**src/rtl/uart_cmd_responder.sv**
```systemverilog
// Command-frame responder between the uart FIFOs and a 16-bit register bus.
// Define UART_CMD_ERRCNT_EN to add the saturating err_cnt output.
module uart_cmd_responder #(
    parameter logic [15:0] TIMEOUT_CYC = 16'd50000,
    parameter logic [7:0]  SYNC_RX     = 8'hA5,
    parameter logic [7:0]  SYNC_TX     = 8'h5A
) (
    input  logic        clk,
    input  logic        rst,
    output logic        rx_fifo_ren,
    input  logic [7:0]  rx_fifo_rdata,
    input  logic        rx_fifo_empty,
    output logic        tx_fifo_wen,
    output logic [7:0]  tx_fifo_wdata,
    input  logic        tx_fifo_full,
    output logic        reg_wen,
    output logic        reg_ren,
    output logic [7:0]  reg_addr,
    output logic [15:0] reg_wdata,
    input  logic [15:0] reg_rdata,
    output logic        busy,
`ifdef UART_CMD_ERRCNT_EN
    output logic [7:0]  err_cnt,
`endif
    output logic        frame_err
);

    localparam logic [7:0] CMD_WR     = 8'h01;
    localparam logic [7:0] CMD_RD     = 8'h02;
    localparam logic [7:0] STS_OK     = 8'h00;
    localparam logic [7:0] STS_BADCHK = 8'h01;
    localparam logic [7:0] STS_BADCMD = 8'h02;

    typedef enum logic [3:0] {
        ST_SYNC   = 4'd0,
        ST_CMD    = 4'd1,
        ST_ADDR   = 4'd2,
        ST_DH     = 4'd3,
        ST_DL     = 4'd4,
        ST_CHK    = 4'd5,
        ST_EXEC   = 4'd6,
        ST_RDWAIT = 4'd7,
        ST_RESP   = 4'd8
    } state_t;

    state_t      state_r, state_nxt_s;
    logic        run_r, rd_vld_r;
    logic [7:0]  cmd_r, chk_r, status_r;
    logic        need_data_r, chk_ok_r, rd_cap_r;
    logic [15:0] rdata_r, tmo_cnt_r;
    logic [2:0]  tx_idx_r;
    logic        fetch_st_s, tmo_st_s, tmo_fire_s, rd_reply_s, tx_last_s;
    logic [7:0]  status_s, tx_chk_s, tx_byte_s;
    logic [2:0]  tx_len_s;
    logic        reg_wen_nxt_s, reg_ren_nxt_s, frame_err_nxt_s, busy_nxt_s;

    function automatic logic [7:0] reply_chk(input logic [7:0] cmd, input logic [7:0] addr,
                                             input logic [7:0] status, input logic [15:0] data,
                                             input logic with_data);
        logic [7:0] x;
        x = cmd ^ addr ^ status;
        if (with_data) x = x ^ data[15:8] ^ data[7:0];
        else           x = x;
        return x;
    endfunction

    // State classification, execution status and reply byte selection
    always_comb begin
        fetch_st_s = 1'b0;
        tmo_st_s   = 1'b0;
        case (state_r)
            ST_SYNC:                          fetch_st_s = 1'b1;
            ST_CMD, ST_ADDR, ST_DH, ST_DL, ST_CHK: begin
                fetch_st_s = 1'b1;
                tmo_st_s   = 1'b1;
            end
            default: begin
                fetch_st_s = 1'b0;
                tmo_st_s   = 1'b0;
            end
        endcase
        tmo_fire_s = tmo_st_s && !rd_vld_r && (tmo_cnt_r == TIMEOUT_CYC - 16'd1);
        if (!chk_ok_r)                                 status_s = STS_BADCHK;
        else if ((cmd_r == CMD_WR) || (cmd_r == CMD_RD)) status_s = STS_OK;
        else                                           status_s = STS_BADCMD;
        rd_reply_s = (status_r == STS_OK) && (cmd_r == CMD_RD);
        tx_len_s   = rd_reply_s ? 3'd7 : 3'd5;
        tx_last_s  = (tx_idx_r == tx_len_s - 3'd1);
        tx_chk_s   = reply_chk(cmd_r, reg_addr, status_r, rdata_r, rd_reply_s);
        case (tx_idx_r)
            3'd0:    tx_byte_s = SYNC_TX;
            3'd1:    tx_byte_s = cmd_r;
            3'd2:    tx_byte_s = reg_addr;
            3'd3:    tx_byte_s = status_r;
            3'd4:    tx_byte_s = rd_reply_s ? rdata_r[15:8] : tx_chk_s;
            3'd5:    tx_byte_s = rdata_r[7:0];
            3'd6:    tx_byte_s = tx_chk_s;
            default: tx_byte_s = 8'h00;
        endcase
    end

    // State register
    always_ff @(posedge clk or posedge rst) begin
        if (rst) state_r <= ST_SYNC;
        else     state_r <= state_nxt_s;
    end

    // Next-state logic; a timeout abandons the frame with no reply
    always_comb begin
        state_nxt_s = state_r;
        case (state_r)
            ST_SYNC:   if (rd_vld_r && (rx_fifo_rdata == SYNC_RX)) state_nxt_s = ST_CMD;
                       else state_nxt_s = ST_SYNC;
            ST_CMD:    if (tmo_fire_s) state_nxt_s = ST_SYNC;
                       else if (rd_vld_r) state_nxt_s = ST_ADDR;
                       else state_nxt_s = ST_CMD;
            ST_ADDR:   if (tmo_fire_s) state_nxt_s = ST_SYNC;
                       else if (rd_vld_r) state_nxt_s = need_data_r ? ST_DH : ST_CHK;
                       else state_nxt_s = ST_ADDR;
            ST_DH:     if (tmo_fire_s) state_nxt_s = ST_SYNC;
                       else if (rd_vld_r) state_nxt_s = ST_DL;
                       else state_nxt_s = ST_DH;
            ST_DL:     if (tmo_fire_s) state_nxt_s = ST_SYNC;
                       else if (rd_vld_r) state_nxt_s = ST_CHK;
                       else state_nxt_s = ST_DL;
            ST_CHK:    if (tmo_fire_s) state_nxt_s = ST_SYNC;
                       else if (rd_vld_r) state_nxt_s = ST_EXEC;
                       else state_nxt_s = ST_CHK;
            ST_EXEC:   if ((status_s == STS_OK) && (cmd_r == CMD_RD)) state_nxt_s = ST_RDWAIT;
                       else state_nxt_s = ST_RESP;
            ST_RDWAIT: state_nxt_s = ST_RESP;
            ST_RESP:   if (tx_fifo_wen && tx_last_s) state_nxt_s = ST_SYNC;
                       else state_nxt_s = ST_RESP;
            default:   state_nxt_s = ST_SYNC;
        endcase
    end

    // Output decode; FIFO strobes stay combinational so they track empty/full exactly
    always_comb begin
        reg_wen_nxt_s   = 1'b0;
        reg_ren_nxt_s   = 1'b0;
        frame_err_nxt_s = 1'b0;
        if (state_r == ST_EXEC) begin
            reg_wen_nxt_s   = (status_s == STS_OK) && (cmd_r == CMD_WR);
            reg_ren_nxt_s   = (status_s == STS_OK) && (cmd_r == CMD_RD);
            frame_err_nxt_s = (status_s != STS_OK);
        end else begin
            frame_err_nxt_s = tmo_fire_s;
        end
        busy_nxt_s  = (state_nxt_s != ST_SYNC);
        rx_fifo_ren = run_r && fetch_st_s && !rx_fifo_empty && !rd_vld_r && !tmo_fire_s;
        if ((state_r == ST_RESP) && !tx_fifo_full) begin
            tx_fifo_wen   = 1'b1;
            tx_fifo_wdata = tx_byte_s;
        end else begin
            tx_fifo_wen   = 1'b0;
            tx_fifo_wdata = 8'h00;
        end
    end

    // Registered bus strobes and status outputs
    always_ff @(posedge clk or posedge rst) begin
        if (rst) begin
            reg_wen   <= 1'b0;
            reg_ren   <= 1'b0;
            frame_err <= 1'b0;
            busy      <= 1'b0;
            run_r     <= 1'b0;
            rd_vld_r  <= 1'b0;
        end else begin
            reg_wen   <= reg_wen_nxt_s;
            reg_ren   <= reg_ren_nxt_s;
            frame_err <= frame_err_nxt_s;
            busy      <= busy_nxt_s;
            run_r     <= 1'b1;
            rd_vld_r  <= rx_fifo_ren;
        end
    end

    // Frame field capture, running checksum and reply byte counter
    always_ff @(posedge clk or posedge rst) begin
        if (rst) begin
            cmd_r       <= 8'h00;
            chk_r       <= 8'h00;
            need_data_r <= 1'b0;
            chk_ok_r    <= 1'b0;
            reg_addr    <= 8'h00;
            reg_wdata   <= 16'h0000;
            status_r    <= 8'h00;
            tx_idx_r    <= 3'd0;
        end else begin
            case (state_r)
                ST_CMD: if (rd_vld_r) begin
                    cmd_r       <= rx_fifo_rdata;
                    chk_r       <= rx_fifo_rdata;
                    need_data_r <= (rx_fifo_rdata == CMD_WR);
                end
                ST_ADDR: if (rd_vld_r) begin
                    reg_addr <= rx_fifo_rdata;
                    chk_r    <= chk_r ^ rx_fifo_rdata;
                end
                ST_DH: if (rd_vld_r) begin
                    reg_wdata[15:8] <= rx_fifo_rdata;
                    chk_r           <= chk_r ^ rx_fifo_rdata;
                end
                ST_DL: if (rd_vld_r) begin
                    reg_wdata[7:0] <= rx_fifo_rdata;
                    chk_r          <= chk_r ^ rx_fifo_rdata;
                end
                ST_CHK:  if (rd_vld_r) chk_ok_r <= (rx_fifo_rdata == chk_r);
                ST_EXEC: begin
                    status_r <= status_s;
                    tx_idx_r <= 3'd0;
                end
                ST_RESP: if (tx_fifo_wen) tx_idx_r <= tx_idx_r + 3'd1;
                default: tx_idx_r <= tx_idx_r;
            endcase
        end
    end

    // reg_rdata is valid the cycle after reg_ren; capture it then
    always_ff @(posedge clk or posedge rst) begin
        if (rst) begin
            rd_cap_r <= 1'b0;
            rdata_r  <= 16'h0000;
        end else begin
            rd_cap_r <= reg_ren;
            if (rd_cap_r) rdata_r <= reg_rdata;
        end
    end

    // Inter-byte timeout counter, live only while a frame is being received
    always_ff @(posedge clk or posedge rst) begin
        if (rst)                       tmo_cnt_r <= 16'd0;
        else if (!tmo_st_s || rd_vld_r) tmo_cnt_r <= 16'd0;
        else                           tmo_cnt_r <= tmo_cnt_r + 16'd1;
    end

`ifdef UART_CMD_ERRCNT_EN
    // Saturating error counter, cleared by a successful write to address FF
    always_ff @(posedge clk or posedge rst) begin
        if (rst)                                        err_cnt <= 8'h00;
        else if (reg_wen_nxt_s && (reg_addr == 8'hFF))  err_cnt <= 8'h00;
        else if (frame_err_nxt_s && (err_cnt != 8'hFF)) err_cnt <= err_cnt + 8'h01;
        else                                            err_cnt <= err_cnt;
    end
`endif

endmodule

```
**config.mk**
```make
export PLATFORM = sky130hd
export DESIGN_NAME = uart_cmd_responder
export DESIGN_NICKNAME = d
export VERILOG_FILES = /design/src/rtl/uart_cmd_responder.sv
export SDC_FILE = /design/constraint.sdc
export NUM_CORES = 1
export LEC_CHECK = 0
export BUFFER_PORTS_ARGS = -buffer_cell sky130_fd_sc_hd__buf_2
export CAP_MARGIN = 20
export CORE_ASPECT_RATIO = 2
export CORE_MARGIN = 2
export CORE_UTILIZATION = 35
export DETAILED_ROUTE_END_ITERATION = 10
export PLACE_DENSITY = 0.61
export SLEW_MARGIN = 20
export SYNTH_ARGS = -nofsm -noshare
export SYNTH_HDL_FRONTEND = slang
export SYNTH_SLANG_ARGS = --single-unit
```
**constraint.sdc**
```tcl
create_clock -name clk -period 2.95 [get_ports clk]
set_input_delay 0.59 -clock clk [delete_from_list [all_inputs] [get_ports clk]]
set_output_delay 0.59 -clock clk [all_outputs]
set_load 0.03 [all_outputs]
```
Word-level counts from Yosys, hierarchy flattened

Cells that the tools add are included.

$add $sub $neg: 3
Equality and inequality tests: 24
Mux-type cells: 34
Bitwise gates (word level): 5
Reduce and logical (&&, ||, !) cells: 37

Operators by type and width:

| cell                  | count |
|---|---|
| $pmux 8 s7            | 1 |
| $mux 8                | 5 |
| $xor 8x8->8           | 5 |
| $pmux 4 s9            | 1 |
| $mux 3                | 8 |
| $add 16x1->16 const B | 1 |
| $eq 16x16->1 const B  | 1 |
| $eq 4x3->1 const B    | 4 |
| $eq 8x1->1 const B    | 2 |
| $logic_not 8->1       | 2 |
| $mux 16               | 1 |
| $pmux 8 s2            | 1 |
| $logic_and 1x1->1     | 12 |
| $mux 2                | 6 |
| $reduce_and 2->1      | 6 |
| $eq 3x3->1 const B    | 3 |
| $eq 4x2->1 const B    | 2 |
| $eq 8x2->1 const B    | 1 |
| $eq 8x8->1            | 1 |
| $eq 8x8->1 const B    | 1 |
| $mux 1                | 8 |
| $mux 4                | 2 |
| $reduce_bool 8->1     | 1 |
| $eq 3x2->1 const B    | 2 |
| other kinds (19)      | 26 |

Register bits: 96
Input port bits: 28

Depth between registers and ports, before layout

Word-level depth: 9
Gate-level depth with buffers: 8
Depth with buffers taken out: 7

Worst setup path before layout

OpenSTA, ideal clock, no wires.

Kind: register to output
From: register tx_idx_r[2]
To: output tx_fifo_wdata[0]
Arrival time: 2.328 ns
Setup slack: 0.032 ns
Stages on the path, launching flop included: 7
Path buffers: 2
Cells stage by stage: dfrtp_1 > clkbuf_1 > clkbuf_1 > inv_1 > ha_1 > o41ai_1 > a21oi_1

Cells in the longest elaborated chain, start to end: 3

RTL lines:

| element                                  | RTL line | source |
|---|---|---|
| start, declared                          | 51       | `logic [2:0] tx_idx_r;` |
| start signal, assigned                   | 215      | `ST_RESP: if (tx_fifo_wen) tx_idx_r <= tx_idx_r + 3'd1;` |
| start signal, assigned                   | 216      | `default: tx_idx_r <= tx_idx_r;` |
| $eq 3x3->1, or another cell as far along | 90       | `case (tx_idx_r)` |
| $pmux 8 s7 (*)                           | 90       |  |
| $mux 8 (*)                               | 152      | `if ((state_r == ST_RESP) && !tx_fifo_full) begin` |
| end, declared                            | 14       | `output logic [7:0] tx_fifo_wdata,` |

Every way passes the cells marked *; elsewhere a longest branch is shown, timed or not.

Worst setup path after layout

From: register cmd_r[7]
To: output tx_fifo_wdata[4]

Cells in the longest elaborated chain, start to end: 6

RTL lines:

| element                | RTL line | source |
|---|---|---|
| start, declared        | 48       | `logic [7:0] cmd_r, chk_r, status_r;` |
| start signal, assigned | 194      | `cmd_r <= rx_fifo_rdata;` |
| $eq 8x2->1 (*)         | 86       | `rd_reply_s = (status_r == STS_OK) && (cmd_r == CMD_RD);` |
| $logic_and 1x1->1 (*)  | 86       |  |
| $mux 8                 | 62       | `if (with_data) x = x ^ data[15:8] ^ data[7:0];` |
| $mux 8                 | 95       | `3'd4: tx_byte_s = rd_reply_s ? rdata_r[15:8] : tx_chk_s;` |
| $pmux 8 s7 (*)         | 90       |  |
| $mux 8 (*)             | 152      |  |

Marked as above.

==> metrics <==
status=finished clean; fin crit period=2.80 ns; # rows=59; DR vias/cell=5.27; Max-Cap Viols=0; worst reg2reg path endpoint=busy$_DFF_PP0_; initial antenna violation count=0; crit path DAT=2.21 ns; endpoints failing hold=0; GR Util All Layers=0.167; Nets=528; first-pass GRT wire length=18.6 mm; I/O pins=66; worst slack at placement=0.234 ns; TritonCTS Buffers=9; YS warnings=0; most frequent cells in the layout=dfrtp_1, buf_2, mux2_2; Synth Net Count=458; Total Wirelength=11.1 mm; worst path required time=2.36 ns; EDFF count, synth=0; Routed Antenna Nets=0; DP Cell Count=632; commonest non-fill, non-tap cell in the layout=dfrtp_1; Crit Path Class=reg2out; period utilisation layout=0.949; vias post-DR=3,424; chip width=85.0 um; Clock transition at path regs=0.06 ns; Diodes inserted=0; drt first pass iters=4; CP Max Fanout=31; CTS tree=done; Reg-to-Reg Start=state_r[2]$_DFF_PP0_; area grow syn2layout=19.7%; clock root cell=clkbuf_16; pwr dens=900 nW/um2; DP Wirelength=8.38 mm; Tightest Pin Transition=0.773 ns; post-route cell area=5500 um2; maximum VDD drop=0.454 mV; Pleak=2.48 nW; Slew Limit Fails=0; gp weighted congestion=0.842; Synth cell types=50; post-layout util=0.426; largest net degree at the start of global routing=59; H-tree Lvls=3; crit-path leading delay family=simple AND/OR/NAND/NOR gates; vias in the first global route=3,732; worst hold margin=0.283 ns; Die Ht=166 um; grt ovf=0; CP peak stage delay=0.44 ns; die area=14,100 um2; initial drt markers=147; Mapped Cells=424; core area=12,900 um2; Initial Util=0.356; Avg Cell Area, Syn=10.8 um2; final-report setup violation count=0; worst skew pair latency=0.34 ns; Placed Area=5130 um2; Seq/Total Area, Yosys=0.490; clock tree buffer depth=2; DRC viols=0; Power Total=4.95 mW; WP buf/inv=2; Final Non-Filler Cells=650; Worst setup EP type=output port; clock sinks=90; setup_tns=0 ns; # fillers=1,227; crit path cell chain=nor4_4 > nand4_1 > buf_6 > or3_1 > nand3_1 > a31oi_1 > buf_2; worst rel slew slack=0.485; Async S/R FF share, synth=1.00; slack of the critical path=0.152 ns; Most used DFF post-synth=dfrtp_1; Worst setup SP type=register; clock skew=0.00710 ns; Max Fclk=0.357 GHz; R2R depth=6; worst min-delay path category=in2async; port bufs=65; Crit-path slowest cell=dfrtp_1; ratio of cells with drive above 1 in the final layout=0.315; #FFs+latches synth=90; synthesized area=4600 um2; unrepaired setup endpoints after global routing=false; Reg2Reg Setup Slack=0.55 ns; drt wl/cell=17.0 um
## synthesized netlist by cell type, types with 2 or more instances
| library cell | number | share of area |
|---|---|---|
| and4_1 | 3 | 0.0057 |
| ha_1 | 6 | 0.016 |
| nand2b_1 | 3 | 0.0041 |
| nand3b_1 | 3 | 0.0049 |
| o21ai_0 | 17 | 0.019 |
| nor4_1 | 4 | 0.0054 |
| buf_1 | 3 | 0.0025 |
| nand3_1 | 11 | 0.012 |
| nand4_1 | 7 | 0.0095 |
| mux2_2 | 52 | 0.13 |
| o211ai_1 | 6 | 0.0098 |
| a21oi_1 | 6 | 0.0065 |
| o21a_1 | 3 | 0.0049 |
| a22oi_1 | 2 | 0.0033 |
| and3_1 | 4 | 0.0054 |
| clkbuf_1 | 18 | 0.015 |
| nor2_1 | 30 | 0.025 |
| a211oi_1 | 2 | 0.0033 |
| inv_1 | 5 | 0.0041 |
| a221oi_1 | 5 | 0.0095 |
| xor2_1 | 25 | 0.048 |
| nor3_1 | 5 | 0.0054 |
| nor4bb_1 | 2 | 0.0044 |
| a211o_1 | 2 | 0.0038 |
| nand2_1 | 36 | 0.029 |
| or3_1 | 8 | 0.011 |
| xnor2_1 | 25 | 0.048 |
| nor2b_1 | 7 | 0.0095 |
| and2_1 | 3 | 0.0041 |
| dfrtp_1 | 90 | 0.49 |
| a31oi_1 | 12 | 0.016 |
## timing repair
action                                  CTS  global route
endpoints found under the setup margin    4             9
gates resized for setup                   2             6
buffers inserted                          0             3
hold buffers                              0             0
gates cloned                              0             0
## registers in the layout, indices dropped and copies added, names as in the netlist
register	flops
reg_addr	8
reg_ren	1
chk_r	8
rdata_r	16
status_r	2
tmo_cnt_r	16
need_data_r	1
reg_wen	1
busy	1
run_r	1
tx_idx_r	3
chk_ok_r	1
frame_err	1
reg_wdata	16
state_r	4
rd_cap_r	1
rd_vld_r	1
cmd_r	8
## routing by layer
| layer | GRT usage | share of wire | wire, um | vias to the layer above |
|---|---|---|---|---|
| met3 | 0.0288 | 0.029 | 326 | 18 |
| met5 | 0 | 0 | 0 | - |
| li1 | - | - | - | 1648 |
| met1 | 0.171 | 0.37 | 4080 | 1696 |
| met2 | 0.320 | 0.57 | 6360 | 62 |
| met4 | 0.0725 | 0.027 | 304 | 0 |
## logic make-up after synthesis
group / count (synthesis) / synth area share
buffers and inverters: 28 / 0.0248
adder cells (fa/ha/maj): 6 / 0.0163
AO/OA/AOI/OAI: 65 / 0.0986
other: 1 / 0.000816
XOR/XNOR: 50 / 0.0953
flip-flops: 90 / 0.490
multiplexers: 52 / 0.127
AND/OR/NAND/NOR: 132 / 0.147
## report_power, final
group / total (mW) / switching (mW) / internal, mW
Sequential: 1.87 / 0.329 / 1.54
Combinational: 1.92 / 1.09 / 0.833
Clock: 1.16 / 0.463 / 0.698
## area by class of cell
cell class              count  area [um2]  area share
inverters                   5        20.0     0.00364
clock buffers              11         253      0.0460
clock inverters             4        51.3     0.00933
well taps                 152         190      0.0346
repair buffers             82         469      0.0853
flip-flops and latches     90        2250       0.410
multi-input cells         306        2260       0.412
## worst max-delay path by stage
stage	from	endpoint	slack, ns	cells after the start
floorplan	rst	busy$_DFF_PP0_	0.02	1
global placement	state_r[1]$_DFF_PP0_	rx_fifo_ren	0.31	4
detailed placement	state_r[1]$_DFF_PP0_	rx_fifo_ren	0.23	4
CTS	state_r[1]$_DFF_PP0_	tx_fifo_wdata[5]	0.03	8
global route	state_r[1]$_DFF_PP0_	tx_fifo_wdata[6]	0.0004	8
finish	cmd_r[7]$_DFFE_PP0P_	tx_fifo_wdata[4]	0.15	7
(Power assumes the default switching activity.)
